<file path="src/rtl/prefetch_filler_pkg.sv">
// Shared types and constants for the prefetch filler: fetch state and counter sizing.
package prefetch_filler_pkg;

    typedef enum logic {
        PF_RUN   = 1'b0,
        PF_DRAIN = 1'b1
    } pf_state_t;

    function automatic int pf_ne_bits(input int depth);
        return $clog2(depth + 1);
    endfunction

    localparam int PF_NE_BITS = pf_ne_bits(3);

endpackage

</file>
<file path="src/rtl/prefetch_filler_credit_counter.sv">
// Up/down counter with synchronous load; load wins over inc/dec. Flags underflow.
module credit_counter
    import prefetch_filler_pkg::*;
#(
    parameter int W = PF_NE_BITS
) (
    input  logic         clk,
    input  logic         reset,
    input  logic         inc,
    input  logic         dec,
    input  logic         load,
    input  logic [W-1:0] load_val,
    output logic [W-1:0] count
);

    always_ff @(posedge clk or posedge reset) begin
        if (reset) begin
            count <= '0;
        end else if (load) begin
            count <= load_val;
        end else if (inc && !dec) begin
            count <= count + W'(1);
        end else if (dec && !inc) begin
            count <= count - W'(1);
        end
    end

    a_no_underflow: assert property (@(posedge clk) disable iff (reset)
        !(dec && !inc && !load && count == '0));

endmodule

</file>
<file path="src/rtl/prefetch_filler.sv">
// Producer side of the prefetch queue: issues sequential reads under a credit limit and
// pushes returned words, dropping stale responses after a redirect.
module prefetch_filler
    import prefetch_filler_pkg::*;
#(
    parameter  int DEPTH     = 3,
    parameter  int ADDR_BITS = 16,
    parameter  int DATA_BITS = 16,
    localparam int NE_BITS   = pf_ne_bits(DEPTH)
) (
    input  logic                 clk,
    input  logic                 reset,
    input  logic                 redirect,
    input  logic [ADDR_BITS-1:0] redirect_addr,
    input  logic                 halt,
    output logic                 mem_req_valid,
    input  logic                 mem_req_ready,
    output logic [ADDR_BITS-1:0] mem_req_addr,
    input  logic                 mem_resp_valid,
    input  logic [DATA_BITS-1:0] mem_resp_data,
    output logic                 fifo_add,
    output logic [DATA_BITS-1:0] fifo_new_entry,
    output logic                 fifo_clear,
    input  logic [NE_BITS-1:0]   fifo_num_entries,
    output logic [ADDR_BITS-1:0] pc
);

    pf_state_t          state, state_nxt;
    logic [NE_BITS-1:0] outstanding;
    logic [NE_BITS-1:0] stale;
    logic [NE_BITS-1:0] stale_load;
    logic [NE_BITS:0]   credit_sum;
    logic [NE_BITS:0]   inflight_sum;
    logic               fire;
    logic               resp_run;
    logic               resp_drain;

    // One extra bit so occupancy + outstanding can never wrap below DEPTH.
    assign credit_sum   = {1'b0, fifo_num_entries} + {1'b0, outstanding};
    assign inflight_sum = {1'b0, outstanding} + {1'b0, stale};

    assign mem_req_valid = !reset && (state == PF_RUN) && !halt && !redirect
                           && (credit_sum < (NE_BITS + 1)'(DEPTH));
    assign mem_req_addr  = pc;
    assign fire          = mem_req_valid && mem_req_ready;

    assign resp_run   = mem_resp_valid && (state == PF_RUN);
    assign resp_drain = mem_resp_valid && (state == PF_DRAIN);

    // A response landing with a redirect belongs to the abandoned stream; the queue is cleared next cycle anyway.
    assign fifo_add       = resp_run && !redirect && !reset;
    assign fifo_new_entry = mem_resp_data;

    always_comb begin
        stale_load = '0;
        if (state == PF_RUN) begin
            stale_load = outstanding + NE_BITS'(fire) - NE_BITS'(resp_run);
        end else begin
            stale_load = stale - NE_BITS'(resp_drain);
        end
    end

    credit_counter #(.W(NE_BITS)) u_outstanding (
        .clk      (clk),
        .reset    (reset),
        .inc      (fire),
        .dec      (resp_run),
        .load     (redirect),
        .load_val ('0),
        .count    (outstanding)
    );

    credit_counter #(.W(NE_BITS)) u_stale (
        .clk      (clk),
        .reset    (reset),
        .inc      (1'b0),
        .dec      (resp_drain),
        .load     (redirect),
        .load_val (stale_load),
        .count    (stale)
    );

    always_ff @(posedge clk or posedge reset) begin
        if (reset) begin
            state <= PF_RUN;
        end else begin
            state <= state_nxt;
        end
    end

    always_comb begin
        state_nxt = state;
        if (redirect) begin
            state_nxt = (stale_load != '0) ? PF_DRAIN : PF_RUN;
        end else if (state == PF_DRAIN) begin
            if (stale == '0 || (resp_drain && stale == NE_BITS'(1))) begin
                state_nxt = PF_RUN;
            end
        end
    end

    always_ff @(posedge clk or posedge reset) begin
        if (reset) begin
            pc         <= '0;
            fifo_clear <= 1'b0;
        end else begin
            fifo_clear <= redirect;
            if (redirect) begin
                pc <= redirect_addr;
            end else if (fire) begin
                pc <= pc + ADDR_BITS'(1);
            end
        end
    end

    a_no_push_when_full: assert property (@(posedge clk) disable iff (reset)
        fifo_add |-> (fifo_num_entries != NE_BITS'(DEPTH)));

    a_no_unexpected_resp: assert property (@(posedge clk) disable iff (reset)
        mem_resp_valid |-> (inflight_sum != '0));

endmodule

</file>
<file path="config.mk">
export PLATFORM = sky130hd
export DESIGN_NAME = prefetch_filler
export DESIGN_NICKNAME = d
export VERILOG_FILES = /design/src/rtl/prefetch_filler_pkg.sv /design/src/rtl/prefetch_filler_credit_counter.sv /design/src/rtl/prefetch_filler.sv
export SDC_FILE = /design/constraint.sdc
export NUM_CORES = 1
export LEC_CHECK = 0
export ABC_AREA = 1
export BUFFER_PORTS_ARGS = -buffer_cell sky130_fd_sc_hd__buf_2
export CAP_MARGIN = 20
export CORE_MARGIN = 1
export CORE_UTILIZATION = 51
export CTS_BUF_LIST = sky130_fd_sc_hd__clkbuf_8
export DETAILED_ROUTE_END_ITERATION = 10
export GPL_TIMING_DRIVEN = 1
export PLACE_DENSITY = 0.95
export SLEW_MARGIN = 20
export SYNTH_ARGS = -nofsm -noshare
export SYNTH_HDL_FRONTEND = slang
export SYNTH_SLANG_ARGS = --single-unit
export TNS_END_PERCENT = 20
</file>
<file path="constraint.sdc">
create_clock -name clk -period 4.4 [get_ports clk]
set_clock_uncertainty 0.2 [all_clocks]
set_input_delay 0 -clock clk [delete_from_list [all_inputs] [get_ports clk]]
set_output_delay 0 -clock clk [all_outputs]
set_load 0.01 [all_outputs]
</file>
==> results.py <==
metrics = {
    "sta": {
        "hold_violations": 0,
        "slew_violations": 0,
        "relSlewSlack_pct": 42.43,
        "rsz0062_at_grt": "false",
        "tightest_slew_ns": 0.8625,
        "final.setup.tns_ns": 0,
        "setup_viol": 0,
        "fmax_ghz": 0.3502,
        "fin_crit_ns": 2.855,
        "period_share_pct": 64.90,
    },
    "critical_path": {
        "critPathCapture": "u_stale.count[1]",
        "critical_path.startpoint": "u_outstanding.count[0]",
        "startpoint_type": "flop",
        "r2r_end": "u_stale.count[1]",
        "end_kind": "flop",
        "worst-r2r-cell-count": 14,
        "critPathMaxFanout": 15,
        "cp.arrival_ns": 2.80,
        "rr_startpoint": "u_outstanding.count[0]",
        "required_ns": 4.35,
        "worst-setup-path-type": "reg -> reg",
        "reg2reg_slack_ns": 1.54,
    },
    "pwr": {
        "pwr-share-seq_pct": 39.0,
        "power_switching_uw": 304.8,
        "pwr-share-clk_pct": 16.3,
        "p_sw_share_pct": 40.12,
        "power_leakage_uw": 0.001222,
        "combPwrFrac_pct": 44.7,
        "ir_drop_mv": 0.2026,
        "powerDensity_nw_per_um2": 320.6,
        "p_int_uw": 454.9,
    },
    "clock_tree": {
        "cts_sinks": 22,
        "root_buffer": "clkbuf_8",
        "htreeDepth": 1,
        "cts_inserted_buffers": 3,
        "clkLatencyLatePin_ns": 0.26,
        "cts_tree": "done",
        "clk_path_buf_depth": 2,
        "cts.reportedPaths.clkPinSlew_ns": 0.07,
    },
    "die": {
        "rows": 21,
        "die_x_um": 61.60,
        "die_y_um": 61.60,
        "io_pins": 91,
        "die_area_um2": 3795,
        "start_util_pct": 53.87,
        "core_um2": 3363,
    },
    "drt": {
        "vias": 1868,
        "drt-initial-drc-count": 76,
        "vias_per_cell": 5.118,
        "drcViolationCount": 0,
        "dr.pass1.iters": 4,
        "drtAntennaViolNets": 0,
        "wl_mm": 4.428,
        "routedWlPerCell_um": 12.13,
    },
    "yosys": {
        "synth-warning-count": 0,
        "avgSynthCellArea_um2": 7.247,
        "ys_top_cells_by_area": "dfrtp_1, nand2_1, buf_4",
        "synth_top_area_share_pct": 30.39,
        "syn_area_um2": 1812,
        "synth_seq_cells": 22,
        "seq_area_frac_synth_pct": 30.39,
        "synth_cell_types": 30,
        "yosys.area.top_type": "dfrtp_1",
        "synthCells": 250,
        "syn_nets": 298,
    },
    "place": {
        "post-dp-hpwl_mm": 2.938,
        "gp_congestion": 0.8457,
        "placedCellCount": 319,
        "numPortBuffers": 58,
        "place_area_um2": 1898,
    },
    "global_routing": {
        "antenna_found_initial": 0,
        "grt_max_degree": 25,
        "globalRouteOverflowTotal": 0,
        "grt_first_pass_wirelength_mm": 7.024,
        "grt_pass1_vias": 1676,
        "grt_usage_pct": 25.18,
    },
    "final_layout": {
        "drive_gt1_share_pct": 23.51,
        "areaGrowthSynthToFinish_pct": 30.80,
        "mostFrequentLayoutCells": "nand2_1, buf_2, dlygate4sd3_1",
        "final_cells": 365,
        "fillers": 284,
        "diodes": 0,
        "final_nets": 369,
        "final_area_um2": 2370,
        "final-seq-area_um2": 550.5,
        "final_common_cell": "nand2_1",
        "multiInputGateArea_um2": 893.4,
        "utilization_pct": 70.46,
    },
    "status": {
        "status": "complete, no violations",
    },
    "hold_path": {
        "hold_class": "in -> reg",
        "min_from": "halt",
    },
    "flow_run": {
        "maxCapViolations": 0,
    },
}
[Yosys cell counts, drive strengths merged]
library cell and count:
o21bai 1, nor2 15, inv 27, dfrtp 22, o21ai 3, or2 2, a211oi 2, o211ai 7
clkinv 1, buf 35, nand3 28, nor3 5, nand4 8, nand3b 1, nand2 75, ha 7
xnor2 2, a31oi 1, a21oi 3, fa 1, xor2 4
[critical path, stage by stage, from the launching register on]
cell	delay (ns)
dfrtp_1	0.42
ha_1	0.22
fa_1	0.52
nand2_1	0.06
nand2_1	0.11
nor2_4	0.08
nand2_4	0.09
clkinv_2	0.19
ha_1	0.26
xnor2_1	0.20
nand2_1	0.09
nand3_1	0.09
nand2_1	0.05
nand2_1	0.07
nand3_1	0.08
[sequential cells by signal (all words and copies together), names as in the netlist]
register	cells
mem_req_addr	16
u_outstanding.count	2
u_stale.count	2
fifo_clear	1
state	1
[stage by stage]
step / total power [uW] / worst slack (ns) / hold WS [ns]
after floorplan: 532.8 / 1.853 / -0.2023
after global placement: 574.3 / 1.787 / -0.1999
after detailed placement: 591.4 / 1.622 / -0.1999
after CTS: 756.2 / 1.561 / 0.04422
after global routing: 824.4 / 1.305 / 0.07008
final: 759.7 / 1.545 / 0.05167
[layout make-up]
cell class | instances | share of cell area [%]
clock buffers | 3 | 1.742
flip-flops and latches | 22 | 23.23
multi-input cells | 165 | 37.70
well taps | 46 | 2.429
inverters | 28 | 4.488
repair buffers | 101 | 30.41
[cells by family (layout without fill, tap and decap cells)]
| group | count (synthesis) | after routing | share of synthesized area, % |
|---|---|---|---|
| flops | 22 | 22 | 30.39 |
| compound gates | 17 | 17 | 6.354 |
| buf+inv | 63 | 132 | 20.30 |
| simple gates | 134 | 134 | 34.12 |
| xor+xnor | 6 | 6 | 2.901 |
| fa+ha+maj | 8 | 8 | 5.939 |
[worst min-delay path by stage]
stage / to / cells past startpoint / slack, ns
floorplan: fifo_clear / 1 / -0.20
global placement: fifo_new_entry[11] / 0 / -0.20
detailed placement: fifo_new_entry[11] / 0 / -0.20
CTS: u_outstanding.count[1] / 8 / 0.04
global route: u_outstanding.count[1] / 8 / 0.07
finish: u_outstanding.count[1] / 8 / 0.05
[power groups by stage]
stage	Clock (uW)	Sequential (uW)	Combinational (uW)
2_1_floorplan	0	296	237
3_3_place_gp	0	297	278
3_5_place_dp	0	298	293
4_1_cts	125	295	336
5_1_grt	134	303	387
6_report	124	296	340
[layer usage]
metal | track usage, % | routed length (um) | vias up
met5 | 0 | 0 | -
met4 | 6.984 | 55 | 0
met3 | 5.252 | 256 | 6
met2 | 45.01 | 2206 | 84
met1 | 30.56 | 1909 | 862
li1 | - | - | 916
[repair_timing]
| item | CTS | global route |
|---|---|---|
| hold buffers | 43 | 0 |
| endpoints found under the hold margin | 58 | 0 |
| gates resized for setup | 0 | 0 |
| setup buffers | 0 | 0 |
Power figures use the tool's default switching activity.
